===== src/rtl/instr_fetch_queue.sv =====
`default_nettype none
// ============================================================================
//  Module      : instr_fetch_queue
//  Description : Front-end fetch stage. Fetches 128-bit lines (4 instructions)
//                from combinational program memory into a line FIFO, and hands
//                one instruction per cycle, with its PC, to dispatch. A taken
//                jump/branch flushes the queue and restarts fetch at the
//                target, possibly in the middle of a line.
//  Revision    : 1.0  initial release
// ============================================================================
module instr_fetch_queue #(
    parameter int          DEPTH    = 4,
    parameter logic [31:0] RESET_PC = 32'h0000_0000
) (
    input  logic         clk,
    input  logic         rst,            // asynchronous, active-low
    output logic [31:0]  p_mem_add,
    input  logic [127:0] p_mem_data,
    input  logic         jmp_br_valid,
    input  logic [31:0]  jmp_br_addr,
    input  logic         dispatch_rd_en,
    output logic [31:0]  ifq_inst,
    output logic [31:0]  ifq_pc,
    output logic [31:0]  ifq_pc_plus4,
    output logic         ifq_empty
);

    // Pointer width and count width (count must also represent DEPTH itself)
    localparam int             c_PTR_W  = (DEPTH > 1) ? $clog2(DEPTH) : 1;
    localparam int             c_CNT_W  = c_PTR_W + 1;
    localparam logic [c_CNT_W-1:0] c_DEPTH  = c_CNT_W'(DEPTH);
    localparam logic [c_CNT_W-1:0] c_CNT_1  = c_CNT_W'(1);

    // ------------------------------------------------------------------------
    // Storage and control state
    // ------------------------------------------------------------------------
    logic [127:0]         r_data [DEPTH];
    logic [27:0]          r_addr [DEPTH];
    logic [c_PTR_W-1:0]   r_wr_ptr;
    logic [c_PTR_W-1:0]   r_rd_ptr;
    logic [c_CNT_W-1:0]   r_count;
    logic [1:0]           r_rd_off;
    logic [27:0]          r_fetch_pc;

    // ------------------------------------------------------------------------
    // Control decode
    // ------------------------------------------------------------------------
    logic                 w_full;
    logic                 w_empty;
    logic                 w_wr_en;
    logic                 w_pop;
    logic                 w_free;
    logic [127:0]         w_head_data;
    logic [27:0]          w_head_addr;
    logic [31:0]          w_head_word;
    logic [31:0]          w_head_pc;
    logic [c_CNT_W-1:0]   w_count_nxt;

    // Fullness is judged on the count held before this edge, so a pop that
    // frees an entry cannot also make room for a write in the same cycle.
    assign w_full  = (r_count == c_DEPTH);
    assign w_empty = (r_count == '0);

    // A redirect overrides both the write and the pop of this cycle.
    assign w_wr_en = !w_full && !jmp_br_valid;
    assign w_pop   = dispatch_rd_en && !w_empty && !jmp_br_valid;
    assign w_free  = w_pop && (r_rd_off == 2'd3);

    // Occupancy update: a write and a freeing pop in the same cycle cancel.
    always_comb begin
        w_count_nxt = r_count;
        if (jmp_br_valid) begin
            w_count_nxt = '0;
        end else begin
            case ({w_wr_en, w_free})
                2'b10:   w_count_nxt = r_count + c_CNT_1;
                2'b01:   w_count_nxt = r_count - c_CNT_1;
                default: w_count_nxt = r_count;
            endcase
        end
    end

    // ------------------------------------------------------------------------
    // Control registers: pointers, occupancy, word offset, fetch address
    // ------------------------------------------------------------------------
    // Sequential control state with asynchronous active-low reset.
    always_ff @(posedge clk or negedge rst) begin
        if (!rst) begin
            r_wr_ptr   <= '0;
            r_rd_ptr   <= '0;
            r_count    <= '0;
            r_rd_off   <= 2'd0;
            r_fetch_pc <= RESET_PC[31:4];
        end else begin
            r_count <= w_count_nxt;
            if (jmp_br_valid) begin
                // Flush and restart at the target; the target word offset
                // selects where consumption of the first line begins.
                r_wr_ptr   <= '0;
                r_rd_ptr   <= '0;
                r_rd_off   <= jmp_br_addr[3:2];
                r_fetch_pc <= jmp_br_addr[31:4];
            end else begin
                if (w_wr_en) begin
                    r_wr_ptr   <= r_wr_ptr + 1'b1;
                    r_fetch_pc <= r_fetch_pc + 28'd1;
                end
                if (w_pop) begin
                    if (w_free) begin
                        r_rd_ptr <= r_rd_ptr + 1'b1;
                        r_rd_off <= 2'd0;
                    end else begin
                        r_rd_off <= r_rd_off + 2'd1;
                    end
                end
            end
        end
    end

    // ------------------------------------------------------------------------
    // Line storage: data arrays carry no reset; validity is tracked by count.
    // ------------------------------------------------------------------------
    // Capture the fetched line and its line address at the write pointer.
    always_ff @(posedge clk) begin
        if (rst && w_wr_en) begin
            r_data[r_wr_ptr] <= p_mem_data;
            r_addr[r_wr_ptr] <= r_fetch_pc;
        end
    end

    // ------------------------------------------------------------------------
    // Read side
    // ------------------------------------------------------------------------
    assign w_head_data = r_data[r_rd_ptr];
    assign w_head_addr = r_addr[r_rd_ptr];
    assign w_head_word = w_head_data[{r_rd_off, 5'b00000} +: 32];
    assign w_head_pc   = {w_head_addr, r_rd_off, 2'b00};

    // Present the head instruction; all-zero outputs while the queue is empty.
    always_comb begin
        ifq_inst     = 32'd0;
        ifq_pc       = 32'd0;
        ifq_pc_plus4 = 32'd0;
        if (!w_empty) begin
            ifq_inst     = w_head_word;
            ifq_pc       = w_head_pc;
            ifq_pc_plus4 = w_head_pc + 32'd4;
        end
    end

    assign ifq_empty = w_empty;
    assign p_mem_add = {r_fetch_pc, 4'b0000};

endmodule
`default_nettype wire


===== config.mk =====
export PLATFORM = sky130hd
export DESIGN_NAME = instr_fetch_queue
export DESIGN_NICKNAME = d
export VERILOG_FILES = /design/src/rtl/instr_fetch_queue.sv
export SDC_FILE = /design/constraint.sdc
export NUM_CORES = 1
export LEC_CHECK = 0
export CAP_MARGIN = 5
export CORE_MARGIN = 3
export CORE_UTILIZATION = 45
export DETAILED_ROUTE_END_ITERATION = 12
export GPL_TIMING_DRIVEN = 1
export PLACE_DENSITY = 0.74
export SYNTH_ARGS = -nofsm -noshare
export SYNTH_HDL_FRONTEND = slang
export SYNTH_SLANG_ARGS = --single-unit

===== constraint.sdc =====
create_clock -name clk -period 15.7 [get_ports clk]
set_clock_uncertainty 0.1 [all_clocks]
set_input_delay 1.57 -clock clk [delete_from_list [all_inputs] [get_ports clk]]
set_output_delay 1.57 -clock clk [all_outputs]
set_load 0.02 [all_outputs]

; ---- Yosys cells after proc, flatten, opt, wreduce, memory -nomap -nowiden
; Memories as Yosys holds them, arrays and structs flattened.
; Index checks and enable logic that the tools add are counted.
[op_classes]
n_addsub = 7
reduce_logical = 14
n_eq_ne = 4
n_shift = 1
mux = 17
[ops]
columns = operator, n
row1 = $shiftx A128 B8 Y32, 1
row2 = $mux W32, 3
row3 = $mux W28, 2
row4 = $add A32 B3 Y32 const B, 1
row5 = $add A28 B1 Y28 const B, 1
row6 = $mux W2, 8
row7 = $add A2 B1 Y2 const B, 3
row8 = $pmux W3 S2, 1
row9 = $reduce_bool A2 Y1, 3
row10 = $logic_and A1 B1 Y1, 5
row11 = $eq A2 B2 Y1 const B, 2
row12 = $add A3 B1 Y3 const B, 1
row13 = $eq A3 B3 Y1 const B, 1
row14 = $logic_not A1 Y1, 3
row15 = $logic_not A3 Y1, 1
row16 = $mux W3, 1
row17 = $reduce_bool A3 Y1, 1
row18 = $sub A3 B1 Y3 const B, 1
row19 = $eq A2 B1 Y1 const B, 1
row20 = $mux W1, 2
row21 = $reduce_and A2 Y1, 1
[word_totals]
n_memories = 2
regBits = 37
output_inout_bits = 129
mem_bits_rw = 624
inputBits = 164
[memory_table]
columns = name, words, width, rd, rd_ports_with_merged_regs, wr, line_no
row1 = r_data, 4, 128, 1, 0, 1, 37  ; logic [127:0] r_data [DEPTH];
row2 = r_addr, 4, 28, 1, 0, 1, 38  ; logic [27:0] r_addr [DEPTH];

; ---- Depth between registers and ports, before layout
; Gate-level depths: netlist (run 1).
[logic_depth]
ltp_word = 8
depth_mapped = 9
depth_no_buf = 7

; ---- Worst setup path after synthesis (run 1)
; OpenSTA, ideal clock, no wires.
[synth_path]
path_type = input to register
startpoint = input port jmp_br_valid
endpoint = memory r_addr[0][0], enable pin
slack_ns = 9.685
arrival_time_ns = 5.381
stages = 2
setup_ns = 0.534
cell_sequence = and3b_1 and2_1
[synth_via]
elab_chain_cells = 5
[synth_rtl]
columns = item, line_no
row1 = from (decl), 19  ; input logic jmp_br_valid,
row2 = $logic_not A1 Y1, 65  ; assign w_wr_en = !w_full && !jmp_br_valid;
row3 = $logic_and A1 B1 Y1, 65
row4 = $logic_and A1 B1 Y1, 125  ; if (rst && w_wr_en) begin
row5 = $mux W1, 125
row6 = $mux W1 (implied by the code), 127  ; r_addr[r_wr_ptr] <= r_fetch_pc;
row7 = to (decl), 38
; No other way between the ends.

; ---- Worst setup path after layout (run 1)
[layout_path]
startpoint = register r_rd_ptr[0]
endpoint = output port ifq_pc_plus4[21]
[layout_via]
elab_chain_cells = 3
[layout_rtl]
columns = item, line_no
row1 = from (decl), 40  ; logic [c_PTR_W-1:0] r_rd_ptr;
row2 = from (signal assigned), 110  ; r_rd_ptr <= r_rd_ptr + 1'b1;
row3 = $mem_v2 Z4 W28, --
row4 = $add A32 B3 Y32, 147  ; ifq_pc_plus4 = w_head_pc + 32'd4;
row5 = $mux W32, 144  ; if (!w_empty) begin
row6 = to (decl), 24  ; output logic [31:0] ifq_pc_plus4,
; No other way between the ends.

==> flow_metrics.env, run 1 <==
export IMPL_drt_iter0_markers=918
export IMPL_critPathMaxFanout=56
export IMPL_start_kind="flip-flop"
export IMPL_hp_start="r_fetch_pc[19]"
export IMPL_layout_commonest_cell="edfxtp_1"
export IMPL_start_util_pct=45.7
export IMPL_track_usage_pct=18.6
export IMPL_synth_seq_cells=661
export IMPL_reg2reg_from="r_count[0]"
export IMPL_peakVddDrop_mv=0.129
export IMPL_viasPerCell=5.62
export IMPL_hold_buffers=0
export IMPL_synth_area_mux_share_pct=17.6
export IMPL_avgSynthCellArea_um2=21.0
export IMPL_timing_final_crit_share_pct=41.6
export IMPL_syn_inst=1289
export IMPL_slowest_stage="buf_4"
export IMPL_slew_viol_final=0
export IMPL_areaGrowthSynthToFinish_pct=21.0
export IMPL_grt_pass1_wl_um=88400
export IMPL_cts_sinks=661
export IMPL_avgRoutedWirePerCell_um=24.1
export IMPL_gp_congestion=0.855
export IMPL_p_per_area_nw_per_um2=135
export IMPL_final_nets=1759
export IMPL_grt_pass1_vias=14500
export IMPL_tns_ps=0
export IMPL_path_clk_slew_ps=60
export IMPL_cp_arrival_ps=4870
export IMPL_gr_total_overflow=0
export IMPL_setup_violations_final=0
export IMPL_rr_endpoint="r_data[1][106]"
export IMPL_coreArea_um2=59200
export IMPL_ant_nets=0
export IMPL_path_class="reg2out"
export IMPL_rsz0062_at_grt="no"
export IMPL_setup_ws_ps=9160
export IMPL_cts_max_level=3
export IMPL_synth_top_family_by_area="multiplexers"
export IMPL_status="completed"
export IMPL_cts_root_buf="clkbuf_16"
export IMPL_rows=89
export IMPL_crit_path_end_kind="output port"
export IMPL_yosys_area_share_simple_pct=4.76
export IMPL_hold_path_endpoint="r_addr[0][19]"
export IMPL_cts_buffers=69
export IMPL_synth_compound_area_share_pct=0.957
export IMPL_synth_xor_area_share_pct=1.46
export IMPL_period_minus_slack_ps=6540
export IMPL_ios=293
export IMPL_ys_warn_count=0
export IMPL_cts_repair_resized=0
export IMPL_ff2ff_path_depth=4
export IMPL_maxCapViolations=0
export IMPL_slew_headroom_pct=31.2
export IMPL_dr_pass1_iters=5
export IMPL_drc_errors=0
export IMPL_die_area_um2=63100
export IMPL_worstHoldPathType="reg2reg"
export IMPL_pre_cts_ws_ps=9740
export IMPL_hold_viol_final=0
export IMPL_fin_util_pct=55.3
export IMPL_drive_gt1_share_pct=14.1
export IMPL_synthAdderAreaFrac_pct=0.351
export IMPL_placed_cell_area_um2=30500
export IMPL_vias=13600
export IMPL_fin_area_um2=32800
export IMPL_mostFrequentLayoutCells="edfxtp_1, clkdlybuf4s50_1, mux4_1"
export IMPL_worstPathRequired_ps=14030
export IMPL_path_cells="buf_4 -> mux4_1 -> and3_1 -> nand3_2 -> or4_1 -> a21oi_1 -> clkdlybuf4s50_1"
export IMPL_antenna_found_initial=4
export IMPL_power_leakage_uw=0.0105
export IMPL_cts_max_path_buffers=3
export IMPL_die_h_um=251
export IMPL_portBuffers=282
export IMPL_cts_setup_buffers=0
export IMPL_tightestPinTransition_ps=1030
export IMPL_post_dp_hpwl_um=34400
export IMPL_max_freq_mhz=153
export IMPL_yosysSeqAreaShare_pct=72.6
export IMPL_synth_area_um2=27100
export IMPL_wl_um=58400
export IMPL_cts_tree="done"
export IMPL_max_stage_delay_ps=830
export IMPL_total_power_uw=4410
export IMPL_clock_latency_ps=620
export IMPL_die_x_um=251
export IMPL_worstHoldPathCells=0
export IMPL_grt_max_degree=70
export IMPL_rrSetupSlack_ps=12360
export IMPL_netlist_cell_type_count=42
==> worst max-delay path, delay by kind of cell, from the launching register on <==
family	cells	cell delay (ps)
compound gates	1	170
buf+inv	2	1480
flops	1	810
mux	1	570
simple gates	3	1080
==> cell type report <==
type / instances / area, µm²
Timing Repair Buffer: 300 / 2950
Tap cell: 773 / 967
Antenna cell: 3 / 7.51
Fill cell: 4429 / 26500
Inverter: 10 / 37.5
Clock inverter: 38 / 433
Sequential cell: 661 / 19700
Clock buffer: 88 / 1840
Multi-Input combinational cell: 546 / 6850
==> synth_stat cells <==
| cell type | n | area, µm² |
|---|---|---|
| buf_2 | 5 | 25.0 |
| fa_1 | 1 | 20.0 |
| and2_1 | 70 | 438 |
| nand2_2 | 1 | 6.26 |
| ha_1 | 6 | 75.1 |
| nand4_1 | 15 | 93.8 |
| mux4_2 | 82 | 1850 |
| conb_1 | 1 | 3.75 |
| mux2i_1 | 3 | 30.0 |
| nand3_1 | 15 | 75.1 |
| nand3_2 | 2 | 20.0 |
| buf_1 | 4 | 15.0 |
| and4_1 | 6 | 52.6 |
| dfrtp_1 | 37 | 926 |
| o2111ai_1 | 1 | 8.76 |
| xnor2_1 | 19 | 166 |
| and3_1 | 9 | 56.3 |
| o21ai_0 | 34 | 170 |
| or3_1 | 5 | 31.3 |
| nor3b_1 | 1 | 7.51 |
| buf_12 | 7 | 140 |
| inv_1 | 10 | 37.5 |
| and3b_1 | 1 | 8.76 |
| mux2_2 | 8 | 90.1 |
| nor2_1 | 35 | 131 |
| mux2_1 | 2 | 22.5 |
| mux4_1 | 106 | 2790 |
| xor2_1 | 26 | 228 |
| nor3_1 | 12 | 60.1 |
| and3_2 | 1 | 7.51 |
| nand4_4 | 1 | 21.3 |
| or4_1 | 4 | 30.0 |
| or3b_2 | 1 | 8.76 |
| buf_6 | 10 | 113 |
| buf_8 | 2 | 30.0 |
| o31ai_1 | 4 | 30.0 |
| clkbuf_1 | 39 | 146 |
| buf_4 | 12 | 90.1 |
| edfxtp_1 | 624 | 18700 |
| nor4_1 | 10 | 62.6 |
| nand2_1 | 47 | 176 |
| a21oi_1 | 10 | 50.1 |
==> cells by family after synthesis <==
logic type	after synthesis
simple gates	236
other cells	1
fa+ha+maj	7
buf+inv	89
xor+xnor	45
flops	661
mux	201
compound gates	49
==> worst max path at each step <==
stage | start | endpoint
after floorplan | jmp_br_valid | r_addr[0][0]
after global placement | r_rd_ptr[0] | ifq_pc_plus4[21]
after detailed placement | r_rd_ptr[0] | ifq_inst[15]
after CTS | r_rd_ptr[0] | ifq_pc_plus4[19]
after global routing | r_rd_ptr[0] | ifq_pc_plus4[19]
final | r_rd_ptr[0] | ifq_pc_plus4[21]
==> through the flow <==
step,hold WS (ps),std cells
after floorplan,462,1296
after global placement,476,2290
after detailed placement,497,2290
after CTS,512,2416
after global routing,550,2418
final,514,2419
==> flip-flops by register name, summed over array words and instances, names as in the netlist <==
name,count
r_data,512
r_addr,112
r_fetch_pc,28
r_count,3
r_rd_off,2
r_rd_ptr,2
r_wr_ptr,2
==> where the power goes <==
part           switching (µW)  internal [µW]
sequential               45.5           2030
clock                     671            943
combinational             388            330
total                    1110           3310
==> layer usage <==
metal	vias up	share of wire (%)	global-route usage, %
li1	5967	-	-
met1	7113	40	23.8
met2	404	52	31.8
met3	110	5.5	4.02
met4	2	2.8	6.33
met5	-	0.022	0
Power figures use the tool's default switching activity.
==> inputs of run 2 (changes only) <==
- clock period: 15.7 -> 6.45 ns (I/O delays scaled with it)
==> run 2 against run 1 <==
  * Die area unchanged
  * Worst setup slack lost 7700 ps
  * Sequential cell count unchanged
  * Largest cell class unchanged
  * Critical endpoint is now ifq_pc_plus4[30]
==> flow_metrics.env, run 2 (synthesized netlist as in run 1, its figures left out) <==
export IMPL_areaGrowthSynthToFinish_pct=21.4
export IMPL_status="completed"
export IMPL_power_leakage_uw=0.0106
export IMPL_reg_largest_list="r_data x512, r_addr x112, r_fetch_pc x28"
export IMPL_tightestPinTransition_ps=909
export IMPL_gr_total_overflow=0
export IMPL_start_kind="flip-flop"
export IMPL_worstHoldPathType="reg2reg"
export IMPL_grt_max_degree=112
export IMPL_wl_um=57500
export IMPL_ant_nets=0
export IMPL_avgRoutedWirePerCell_um=23.8
export IMPL_period_minus_slack_ps=4940
export IMPL_cp_arrival_ps=4200
export IMPL_grt_use_met1_pct=24.2
export IMPL_setup_ws_ps=1510
export IMPL_track_usage_pct=18.4
export IMPL_gp_congestion=0.834
export IMPL_cts_setup_buffers=0
export IMPL_whs_ps=500
export IMPL_viasPerCell=5.62
export IMPL_crit_path_end_kind="output port"
export IMPL_cts_buffers=71
export IMPL_slew_headroom_pct=39.4
export IMPL_dp_cells=2288
export IMPL_mostFrequentLayoutCells="edfxtp_1, clkdlybuf4s50_1, mux4_1"
export IMPL_vias=13600
export IMPL_critPathMaxFanout=41
export IMPL_antenna_cells=0
export IMPL_n_fill_cell=4445
export IMPL_drive_gt1_share_pct=13.7
export IMPL_cts_sinks=661
export IMPL_drt_iter0_markers=838
export IMPL_maxCapViolations=0
export IMPL_tns_ps=0
export IMPL_placed_cell_area_um2=30500
export IMPL_ios=293
export IMPL_rows=89
export IMPL_die_x_um=251
export IMPL_hold_buffers=1
export IMPL_cts_tree="done"
export IMPL_largest_register_ffs=512
export IMPL_drc_errors=0
export IMPL_setup_violations_final=0
export IMPL_peakVddDrop_mv=0.245
export IMPL_met3_usage_pct=3.30
export IMPL_cts_max_path_buffers=3
export IMPL_rsz0062_at_grt="no"
export IMPL_grt_pass1_vias=14300
export IMPL_clock_latency_ps=600
export IMPL_die_area_um2=63100
export IMPL_path_class="reg2out"
export IMPL_post_dp_hpwl_um=33800
export IMPL_die_h_um=251
export IMPL_timing_final_crit_share_pct=76.6
export IMPL_top_register="r_data"
export IMPL_max_freq_mhz=202
export IMPL_grt_pass1_wl_um=87700
export IMPL_worstPathRequired_ps=5700
export IMPL_p_per_area_nw_per_um2=328
export IMPL_antenna_found_initial=1
export IMPL_fin_area_um2=32900
export IMPL_hold_viol_final=0
export IMPL_top_usage_layer="met2"
export IMPL_pre_cts_ws_ps=2040
export IMPL_layout_commonest_cell="edfxtp_1"
export IMPL_cts_repair_resized=0
export IMPL_cts_root_buf="clkbuf_16"
export IMPL_grt_met2_usage_pct=31.4
export IMPL_dr_pass1_iters=5
export IMPL_cts_max_level=3
export IMPL_portBuffers=282
export IMPL_final_nets=1760
export IMPL_coreArea_um2=59200
export IMPL_start_util_pct=45.7
export IMPL_path_clk_slew_ps=60
export IMPL_instances_no_fill=2419
export IMPL_slew_viol_final=0
[run 2: area by class of cell]
class                      count  area (µm²)  area share [%]
multi-input combinational    546        6850            20.9
sequential                   661       19700            59.9
timing repair buffer         299        3020            9.18
clock inverter                45         479            1.46
inverter                      10        37.5           0.114
clock buffer                  85        1830            5.57
tap                          773         967            2.94
[run 2: report_power, final]
part | switching (µW) | total, µW | internal (µW) | leakage [µW]
Combinational | 942 | 1750 | 811 | 0.00332
Sequential | 111 | 5060 | 4950 | 0.00612
Clock | 1650 | 3950 | 2300 | 0.00113
Total | 2700 | 10800 | 8060 | 0.0106
[run 2: worst paths after layout]
check | startpoint | endpoint | slack [ps] | cells past startpoint
max in group asynchronous | rst | r_rd_ptr[1] | 5250 | 3
min in group asynchronous | rst | r_fetch_pc[21] | 560 | 3
max | r_rd_ptr[0] | ifq_pc_plus4[30] | 1510 | 6
max reg2reg | r_count[0] | r_addr[0][12] | 3390 | 4
min | r_fetch_pc[8] | r_addr[2][8] | 500 | 0
min reg2reg | r_fetch_pc[8] | r_addr[2][8] | 500 | 0
[run 2: per-layer routing]
metal | wire (µm) | share of wire, % | vias to the layer above
li1 | - | - | 5978
met2 | 29800 | 52 | 398
met4 | 1350 | 2.4 | 0
met1 | 23300 | 41 | 7113
met5 | 0 | 0 | -
met3 | 3100 | 5.4 | 96
[run 2: worst max-delay path: stages (launching register included)]
cell and delay [ps]:
dfrtp_4 930, buf_4 660, mux4_1 490, nand3_1 190, nor4_1 380, mux2_1 380
clkdlybuf4s50_1 540
[run 2: per-stage QoR]
| stage | utilization [%] | total power, µW |
|---|---|---|
| 2_1_floorplan | - | 6120 |
| 3_3_place_gp | 51.6 | 6890 |
| 3_5_place_dp | 51.6 | 6920 |
| 4_1_cts | 55.5 | 10900 |
| 5_1_grt | 55.5 | 11200 |
| 6_report | 55.5 | 10800 |
==> inputs of run 3 (changes only) <==
- clock period: 6.45 -> 4.76 ns (I/O delays scaled with it)
==> run 3 against run 2 <==
  * Sequential cell count unchanged
  * Die area unchanged
  * Critical path depth up 1
  * Combinational power up 38%
  * Largest cell class unchanged
  * Clock-buffer cell count up 4
  * Register-to-register slack worse by 1500 ps
  * Worst setup slack worse by 1300 ps
  * Global-route usage up 0.052 points
  * Non-clock buffer count up 11
==> flow_metrics.env, run 3 (synthesized netlist as in run 1, its figures left out) <==
export IMPL_status="completed"
export IMPL_cts_repair_resized=0
export IMPL_start_kind="flip-flop"
export IMPL_antenna_found_initial=5
export IMPL_rsz0062_at_grt="no"
export IMPL_gr_total_overflow=0
export IMPL_ff2ff_path_depth=7
export IMPL_avgRoutedWirePerCell_um=23.8
export IMPL_setup_violations_final=0
export IMPL_rows=89
export IMPL_grt_max_degree=89
export IMPL_max_freq_mhz=219
export IMPL_cts_sinks=661
export IMPL_largest_register_ffs=512
export IMPL_slew_viol_final=0
export IMPL_worstHoldPathType="in2reg"
export IMPL_coreArea_um2=59200
export IMPL_grt_pass1_wl_um=87500
export IMPL_clock_latency_ps=600
export IMPL_drive_gt1_share_pct=13.9
export IMPL_ant_nets=0
export IMPL_dr_pass1_iters=5
export IMPL_wl_um=57700
export IMPL_drc_errors=0
export IMPL_instances_no_fill=2428
export IMPL_layout_commonest_cell="edfxtp_1"
export IMPL_path_class="reg2out"
export IMPL_grt_pass1_vias=14200
export IMPL_gp_congestion=0.796
export IMPL_viasPerCell=5.55
export IMPL_p_per_area_nw_per_um2=441
export IMPL_worstPathRequired_ps=4180
export IMPL_track_usage_pct=18.4
export IMPL_ios=293
export IMPL_timing_final_crit_share_pct=95.9
export IMPL_mostFrequentLayoutCells="edfxtp_1, clkdlybuf4s50_1, mux4_1"
export IMPL_final_nets=1770
export IMPL_cp_arrival_ps=3990
export IMPL_reg2reg_from="r_count[0]"
export IMPL_peakVddDrop_mv=0.382
export IMPL_maxCapViolations=0
export IMPL_tns_ps=0
export IMPL_hold_buffers=1
export IMPL_post_dp_hpwl_um=34400
export IMPL_whs_ps=339
export IMPL_drt_iter0_markers=878
export IMPL_cts_max_level=3
export IMPL_dp_cells=2299
export IMPL_n_fill_cell=4427
export IMPL_rrSetupSlack_ps=1870
export IMPL_cts_max_path_buffers=3
export IMPL_cts_buffers=70
export IMPL_crit_path_end="ifq_pc_plus4[30]"
export IMPL_crit_start="r_rd_ptr[0]"
export IMPL_cts_tree="done"
export IMPL_die_x_um=251
export IMPL_die_h_um=251
export IMPL_slew_headroom_pct=38.7
export IMPL_vias=13500
export IMPL_cts_root_buf="clkbuf_16"
export IMPL_period_minus_slack_ps=4570
export IMPL_power_leakage_uw=0.0106
export IMPL_top_register="r_data"
export IMPL_hold_viol_final=0
export IMPL_multi_input_area_um2=6850
export IMPL_rr_endpoint="r_count[1]"
export IMPL_areaGrowthSynthToFinish_pct=21.7
export IMPL_path_clk_slew_ps=60
export IMPL_crit_path_end_kind="output port"
export IMPL_portBuffers=282
export IMPL_critPathMaxFanout=51
export IMPL_tightestPinTransition_ps=919
export IMPL_seqCellArea_um2=19700
export IMPL_die_area_um2=63100
export IMPL_start_util_pct=45.7
export IMPL_reg_largest_list="r_data x512, r_addr x112, r_fetch_pc x28"
export IMPL_cts_setup_buffers=0
run 3: cell types whose count changed in the layout (fill, tap and decap cells not counted), sizes merged:
cell / before / now
clkinv: 35 / 24
clkbuf: 85 / 89
clkinvlp: 0 / 5
inv: 14 / 13
bufinv: 6 / 5
diode: 0 / 2
buf: 18 / 29
run 3: per-layer routing:
metal | share of wire (%) | up-vias | wire (µm) | track usage [%]
met2 | 51 | 380 | 29600 | 31.4
met5 | 0.081 | - | 47 | 0
met1 | 41 | 7017 | 23500 | 23.7
met3 | 5.5 | 96 | 3160 | 4.10
li1 | - | 5986 | - | -
met4 | 2.4 | 6 | 1400 | 6.00
run 3: worst max-delay path: stages, from the launching register on:
cell and delay (ps):
dfrtp_4 750, buf_12 370, mux4_1 410, and4_1 260, nand3_1 200, nor4_1 380
mux2_1 380, clkdlybuf4s50_1 540
run 3: cell type report:
type                       instances  share of cell area, %
sequential                       661                   59.7
multi-input combinational        546                   20.8
timing repair buffer             310                   9.64
clock buffer                      89                   5.76
tap                              773                   2.93
clock inverter                    37                   1.05
inverter                          10                  0.114
antenna                            2                 0.0152
run 3: report_power, final:
| part | switching [µW] | internal (µW) |
|---|---|---|
| registers | 144 | 6710 |
| clock network | 2160 | 3100 |
| logic | 1300 | 1120 |
| total | 3600 | 10900 |
run 3: how the worst min path moves through the flow:
stage                    start             end  slack (ps)  cells after the start
4_1_cts         jmp_br_addr[9]   r_fetch_pc[5]         290                      3
5_1_grt         jmp_br_addr[3]     r_rd_off[1]         320                      3
3_5_place_dp    r_fetch_pc[12]   r_addr[1][12]         490                      0
6_report       jmp_br_addr[20]  r_fetch_pc[16]         340                      3
3_3_place_gp       r_wr_ptr[0]     r_wr_ptr[0]         480                      2
2_1_floorplan              rst      r_count[0]          80                      0
run 3: per-stage QoR:
step,worst slack (ps),instance area (µm²),util (%),power (µW)
finish,195,33000,55.6,14500
CTS,192,33000,55.6,14700
detailed placement,864,30700,51.8,9400
global placement,870,30700,51.8,9360
floorplan,1120,27100,-,8270
global route,24.5,33000,55.6,15100
